$ cat src/rtl/spell_sram_port.sv
// rtl/spell_sram_port.sv - SPELL byte access to 32-bit rambus wishbone bridge with one-word read buffer
module spell_sram_port #(
    parameter int TIMEOUT_CYCLES = 255
) (
    input  logic        clock,
    input  logic        reset,
    input  logic        select,
    input  logic [7:0]  addr,
    input  logic        memory_type_data,
    input  logic        write,
    input  logic [7:0]  data_in,
    input  logic        flush,
    input  logic        error_clear,
    output logic [7:0]  data_out,
    output logic        data_ready,
    output logic        bus_error,
    output logic        sram_cyc_o,
    output logic        sram_stb_o,
    output logic        sram_we_o,
    output logic [3:0]  sram_sel_o,
    output logic [31:0] sram_dat_o,
    output logic [9:0]  sram_addr_o,
    input  logic        sram_ack_i,
    input  logic [31:0] sram_dat_i
);

    typedef enum logic [1:0] {S_IDLE, S_BUS, S_DONE, S_WAIT} state_t;

    // Abort fires on the edge where the counter would reach TIMEOUT_CYCLES-1.
    localparam logic [7:0] LP_LAST = 8'(TIMEOUT_CYCLES - 2);

    state_t      r_state;
    state_t      w_next;
    logic [31:0] r_buf;
    logic [6:0]  r_tag;
    logic        r_valid;
    logic [7:0]  r_cnt;
    logic [1:0]  r_lane;
    logic        r_dropped;

    logic [6:0]  w_tag;
    logic        w_hit;
    logic        w_abort;
    logic        w_report;
    logic [7:0]  w_buf_byte;
    logic [7:0]  w_bus_byte;

    assign w_tag      = {memory_type_data, addr[7:2]};
    assign w_hit      = !write && r_valid && (r_tag == w_tag);
    assign w_abort    = (r_state == S_BUS) && !sram_ack_i && (r_cnt == LP_LAST);
    assign w_report   = select && !r_dropped;
    assign w_buf_byte = r_buf[{addr[1:0], 3'b000} +: 8];
    assign w_bus_byte = sram_dat_i[{r_lane, 3'b000} +: 8];

    always_ff @(posedge clock or negedge reset) begin
        if (!reset) begin
            r_state <= S_IDLE;
        end else begin
            r_state <= w_next;
        end
    end

    always_comb begin
        w_next = r_state;
        case (r_state)
            S_IDLE: begin
                if (select) begin
                    w_next = w_hit ? S_DONE : S_BUS;
                end
            end
            S_BUS: begin
                if (sram_ack_i || w_abort) begin
                    w_next = S_DONE;
                end
            end
            S_DONE: w_next = S_WAIT;
            S_WAIT: begin
                if (!select) begin
                    w_next = S_IDLE;
                end
            end
            default: w_next = S_IDLE;
        endcase
    end

    always_ff @(posedge clock or negedge reset) begin
        if (!reset) begin
            data_out    <= 8'h00;
            data_ready  <= 1'b0;
            bus_error   <= 1'b0;
            sram_cyc_o  <= 1'b0;
            sram_stb_o  <= 1'b0;
            sram_we_o   <= 1'b0;
            sram_sel_o  <= 4'h0;
            sram_dat_o  <= 32'h0;
            sram_addr_o <= 10'h000;
            r_buf       <= 32'h0;
            r_tag       <= 7'h00;
            r_valid     <= 1'b0;
            r_cnt       <= 8'h00;
            r_lane      <= 2'b00;
            r_dropped   <= 1'b0;
        end else begin
            data_ready <= 1'b0;
            if (error_clear) begin
                bus_error <= 1'b0;
            end
            case (r_state)
                S_IDLE: begin
                    if (select && w_hit) begin
                        data_out   <= w_buf_byte;
                        data_ready <= 1'b1;
                    end else if (select) begin
                        sram_cyc_o  <= 1'b1;
                        sram_stb_o  <= 1'b1;
                        sram_we_o   <= write;
                        sram_sel_o  <= write ? (4'b0001 << addr[1:0]) : 4'hF;
                        sram_dat_o  <= {4{data_in}};
                        sram_addr_o <= {3'b000, w_tag};
                        r_lane      <= addr[1:0];
                        r_cnt       <= 8'h00;
                        r_dropped   <= 1'b0;
                    end
                end
                S_BUS: begin
                    if (!select) begin
                        r_dropped <= 1'b1;
                    end
                    if (sram_ack_i || w_abort) begin
                        sram_cyc_o  <= 1'b0;
                        sram_stb_o  <= 1'b0;
                        sram_we_o   <= 1'b0;
                        sram_sel_o  <= 4'h0;
                        sram_dat_o  <= 32'h0;
                        sram_addr_o <= 10'h000;
                        data_ready  <= w_report;
                    end else begin
                        r_cnt <= r_cnt + 8'd1;
                    end
                    if (sram_ack_i && sram_we_o) begin
                        data_out <= sram_dat_o[7:0];
                        // Write-through keeps the buffered copy coherent with memory.
                        if (r_valid && (r_tag == sram_addr_o[6:0])) begin
                            r_buf[{r_lane, 3'b000} +: 8] <= sram_dat_o[7:0];
                        end
                    end else if (sram_ack_i) begin
                        data_out <= w_bus_byte;
                        r_buf    <= sram_dat_i;
                        r_tag    <= sram_addr_o[6:0];
                        r_valid  <= 1'b1;
                    end else if (w_abort) begin
                        data_out  <= 8'hFF;
                        bus_error <= 1'b1;
                    end
                end
                default: begin
                end
            endcase
            if (flush) begin
                r_valid <= 1'b0;
            end
        end
    end

endmodule
$ cat config.mk
export PLATFORM = sky130hd
export DESIGN_NAME = spell_sram_port
export DESIGN_NICKNAME = d
export VERILOG_FILES = /design/src/rtl/spell_sram_port.sv
export SDC_FILE = /design/constraint.sdc
export NUM_CORES = 1
export LEC_CHECK = 0
export CAP_MARGIN = 15
export CORE_MARGIN = 2
export CORE_UTILIZATION = 30
export DETAILED_ROUTE_END_ITERATION = 8
export HOLD_SLACK_MARGIN = 0.12
export SYNTH_ARGS = -nofsm -noshare
export SYNTH_HDL_FRONTEND = slang
export SYNTH_SLANG_ARGS = --single-unit
$ cat constraint.sdc
create_clock -name clock -period 2.6 [get_ports clock]
set_clock_uncertainty 0.05 [all_clocks]
set_input_delay 0.78 -clock clock [delete_from_list [all_inputs] [get_ports clock]]
set_output_delay 0.78 -clock clock [all_outputs]
set_load 0.005 [all_outputs]
==> After elaboration in Yosys (flattened, before gate mapping) <==
Index checks and enable logic that the tools add are counted.
{ "classes": {"n_addsub": 2, "n_mul": 0, "n_div": 0, "n_lt_le_gt_ge": 0, "n_eq_ne": 16, "shift": 5, "n_mux": 54, "n_bitwise": 2, "n_reduce_logical": 26} }
{ "op_table": {"columns": ["operator", "n"], "rows": [
  ["two-way mux 32 bit", 6],
  ["one-hot mux 32 bit (2 select lines)", 1],
  ["variable part select 32 x 6 -> 8 bit", 2],
  ["two-way mux 8 bit", 7],
  ["bitwise mux 32 bit", 1],
  ["one-hot mux 8 bit (2 select lines)", 2],
  ["variable shift 8 x 7 -> 32 bit, first input constant", 1],
  ["variable part select 8 x 7 -> 32 bit", 1],
  ["two-way mux 10 bit", 3],
  ["one-hot mux 10 bit (2 select lines)", 1],
  ["two-way mux 1 bit", 19],
  ["AND reduction 3 bit", 6],
  ["two-way mux 4 bit", 4],
  ["== test 7 bit", 2],
  ["inequality test 2 bit, second input constant", 7],
  ["AND reduction 4 bit", 3],
  ["adder 8 x 1 -> 8 bit, second input constant", 1],
  ["== test 8 bit, second input constant", 1],
  ["logical AND 1 bit", 8],
  ["two-way mux 2 bit", 4],
  ["one-hot mux 1 bit (2 select lines)", 4],
  ["one-hot mux 2 bit (4 select lines)", 1],
  ["one-hot mux 4 bit (2 select lines)", 1],
  ["nonzero test 2 bit", 4],
  ["other kinds (10)", 15]
]} }
{ "word_totals": {"register_bits": 111, "latch_bits": 0, "mem_bits_rw": 0, "mem_bits_ro": 0, "inputBits": 56, "output_inout_bits": 59, "wordCells": 120, "mem_count": 0} }

==> Longest topological paths before layout <==
{ "depth": {"depth_word": 7, "mapped_depth": 9, "mapped_depth_nobuf": 7} }

==> Worst setup path after synthesis <==
Ideal clock, no wire load.
{ "synth_timing": {"kind": "input port to flip-flop", "from": "input write", "to": "register data_out[0]", "setup_ns": 0.125, "arrival_ns": 2.011, "t_required_ns": 2.425, "path_slack_ns": 0.414, "path_stages": 5, "n_path_buf": 0, "path_cell_list": "and3b_1 -> nand4_1 -> or2_2 -> o22ai_4 -> mux2_2"} }
{ "synth_via": {"elab_chain_cells": 6} }
{ "synth_rtl": {"columns": ["item", "line", "text"], "rows": [
  ["start, declared", "10", "input logic write,"],
  ["zero test 1 bit", "49", "assign w_hit = !write && r_valid && (r_tag == w_tag);"],
  ["logical AND 1 bit (2 in a row)", "49", null],
  ["logical AND 1 bit", "110", "if (select && w_hit) begin"],
  ["inequality test 2 bit (no source line)", null, null],
  ["AND reduction 3 bit (no source line)", null, null],
  ["end signal, assigned", "111", "data_out <= w_buf_byte;"],
  ["end signal, assigned", "141", "data_out <= sram_dat_o[7:0];"],
  ["end signal, assigned", "147", "data_out <= w_bus_byte;"],
  ["end, declared", "14", "output logic [7:0] data_out,"]
]} }
No other way between the ends.
A chain may end at the register's enable or synchronous reset.

==> Worst setup path in the final report <==
{ "layout_timing": {"from": "input sram_ack_i", "to": "register r_buf[7]"} }
{ "layout_via": {"elab_chain_cells": 3, "elab_cells_between_ends": 5, "classes_between": "eq/ne: 1; mux: 1; reduce/logical: 3"} }
{ "layout_rtl": {"columns": ["item", "line", "text"], "rows": [
  ["start, declared", "23", "input logic sram_ack_i,"],
  ["logical AND 1 bit", "140", "if (sram_ack_i && sram_we_o) begin"],
  ["inequality test 2 x 1 -> 1 bit (no source line) or nonzero test 2 bit (tied branches)", null, null],
  ["AND reduction 3 bit (no source line)", null, null],
  ["end signal, assigned by index", "144", "r_buf[{r_lane, 3'b000} +: 8] <= sram_dat_o[7:0];"],
  ["end signal, assigned", "148", "r_buf <= sram_dat_i;"],
  ["end, declared", "34", "logic [31:0] r_buf;"]
]} }
Parallel ways exist; a longest one is shown, timed or not.

==> flow_summary.json <==
{
  "outcome": "finished clean",
  "clockBufferDepth": 2,
  "wl_per_cell_um": 18.32,
  "clk_pin_slew_worst_paths_ns": 0.06,
  "io_buffer_count": 111,
  "drv_cap": 0,
  "worstSetupPathType": "in -> reg",
  "fin_area_um2": 6545,
  "finalHoldViolations": 0,
  "rsz0062_at_grt": "false",
  "drive_gt1_share_pct": 24.20,
  "dpl_cell_area_um2": 6281,
  "grt_pass1_vias": 3918,
  "worst_setup_path_start_kind": "primary input",
  "cts_buffers": 9,
  "reg2reg_depth": 7,
  "htreeDepth": 3,
  "vias_per_cell": 5.000,
  "rr_startpoint": "r_state[1]",
  "r2r_slack_ns": 0.38,
  "fin_crit_ns": 2.503,
  "final_core_util_pct": 41.35,
  "cp.required_ns": 2.77,
  "synth_edf_count": 0,
  "grt_max_degree": 44,
  "first_pass_iters": 4,
  "holdBufCountCts": 0,
  "cts.sinks": 84,
  "die_h_um": 130.8,
  "postCtsSetupBuffers": 0,
  "core_um2": 15830,
  "grt_use_total_pct": 16.57,
  "ys_types": 48,
  "fin_ws_ns": 0.09737,
  "die_area_um2": 17110,
  "relSlewSlack_pct": 56.76,
  "drt_iter0_drc": 227,
  "n_fill_cell": 1512,
  "synth_async_sr_flop_share_pct": 100.0,
  "tns_ns": 0,
  "setup_violations": 0,
  "synth.avg_cell_area_um2": 11.79,
  "crit_path_end_kind": "flop",
  "yosys_warnings": 0,
  "fmax_ghz": 0.3996,
  "cts-resized-gates": 0,
  "r2r_end": "r_buf[7]",
  "ant_nets": 0,
  "hold_class": "in -> async",
  "post-place-ws_ns": -0.2606,
  "die_x_um": 130.8,
  "p_leak_nw": 2.704,
  "hpwl_um": 10150,
  "nets": 594,
  "grt_pass1_wl_um": 21310,
  "start_util_pct": 30.47,
  "path_max_fanout": 8,
  "dr_total_vias": 3745,
  "antenna_found_initial": 0,
  "drv_slew": 0,
  "fin_crit_sh_pct": 96.26,
  "area_growth_pct": 35.69,
  "synthCells": 409,
  "drc": 0,
  "syn_area_um2": 4823,
  "stdcell_count": 749,
  "ys.flop_type": "dfrtp_1",
  "yosysSeqAreaShare_pct": 43.58,
  "rows": 46,
  "peakVddDrop_uv": 359.9,
  "cts_tree": "yes",
  "finalWirelength_um": 13720,
  "layout_common_cells": "clkdlybuf4s50_1 (110), dfrtp_1 (84), a22o_1 (52)",
  "routabilityCongestion": 0.8480,
  "final_common_cell": "clkdlybuf4s50_1",
  "diodes": 0,
  "power_density_nw_per_um2": 1052,
  "ios": 115,
  "root_buffer": "clkbuf_16",
  "tightest_slew_ns": 0.6485,
  "dp.cells": 733,
  "worstPathArrival_ns": 2.67,
  "clk_latency_ns": 0.33,
  "grt_overflow_total": 0,
  "synth_seq_cells": 84
}
[metrics by stage]
| step | total power, mW | hold slack [ns] |
|---|---|---|
| 5_1_grt | 7.364 | 0.4380 |
| 2_1_floorplan | 4.355 | 0.4095 |
| 3_3_place_gp | 5.634 | 0.4280 |
| 4_1_cts | 6.933 | 0.4168 |
| 6_report | 6.886 | 0.3926 |
| 3_5_place_dp | 5.750 | 0.4401 |
[cell usage after synthesis, drive strengths merged, types with 2 or more instances]
cell,instances,area [um2]
dfrtp,84,2102
a22o,52,455.4
mux2,47,529.3
buf,42,282.8
o21ai,23,130.1
nand2,19,71.32
mux4,16,360.4
nand2b,14,87.58
xnor2,14,122.6
nor2,13,48.80
inv,12,45.04
ha,10,125.1
a31oi,8,50.05
clkbuf,6,22.52
nand3,6,30.03
nand4,5,31.28
and4,3,26.28
o22a,3,26.28
a21oi,2,10.01
and2,2,12.51
and3,2,12.51
nor2b,2,12.51
nor3,2,10.01
nor3b,2,15.01
o22ai,2,26.28
[state kept, by name (all words and copies together), names as in the netlist, 2 cells and up]
name         flops
sram_addr_o      7
r_tag            7
sram_sel_o       4
r_buf           32
r_lane           2
data_out         8
r_cnt            8
r_state          2
sram_dat_o       8
[how the worst max path moves through the flow]
stage / slack, ns / cells after the start / from / endpoint
finish: 0.1 / 6 / sram_ack_i / r_buf[7]
global route: 0.01 / 6 / sram_ack_i / r_buf[7]
CTS: 0.08 / 6 / sram_ack_i / r_buf[7]
detailed placement: -0.26 / 6 / sram_ack_i / r_buf[7]
global placement: -0.23 / 6 / sram_ack_i / r_buf[12]
floorplan: 0.41 / 5 / write / data_out[0]
[report_power, final]
group	switching, mW	internal, mW
logic	1.36	1.96
registers	0.528	1.87
clock network	0.496	0.672
[kinds of logic (layout without fill, tap and decap cells)]
kind of cell | Yosys count | count (layout) | synth area share (%)
compound gates | 100 | 100 | 16.73
flops | 84 | 84 | 43.58
simple gates | 76 | 76 | 8.560
mux | 64 | 64 | 18.65
buf+inv | 60 | 182 | 7.263
xor+xnor | 14 | 14 | 2.542
fa+ha+maj | 10 | 10 | 2.594
other cells | 1 | 3 | 0.07775
[critical path, stage by stage]
cell and delay, ns:
clkdlybuf4s50_1 0.57, and2_1 0.19, nand4_1 0.13, o31ai_4 0.35, o21ai_2 0.27, mux2_1 0.37
[metal layers]
metal / up-vias / part of all wire, % / global-route usage, %
li1: 1741 / - / -
met1: 1866 / 46 / 23.03
met2: 122 / 48 / 26.07
met3: 16 / 5.1 / 2.687
met4: 0 / 1.7 / 6.383
met5: - / 0 / 0
[cell type report]
type                       instances  area [um2]  area share [%]
multi-input combinational        267        2382           36.40
sequential                        84        2102           32.12
timing repair buffer             154        1481           22.63
tap                              216       270.3           4.129
clock buffer                      14       254.0           3.881
inverter                          12       45.04          0.6882
clock inverter                     2       10.01          0.1529
No activity file was read; power rests on OpenSTA's default activity.
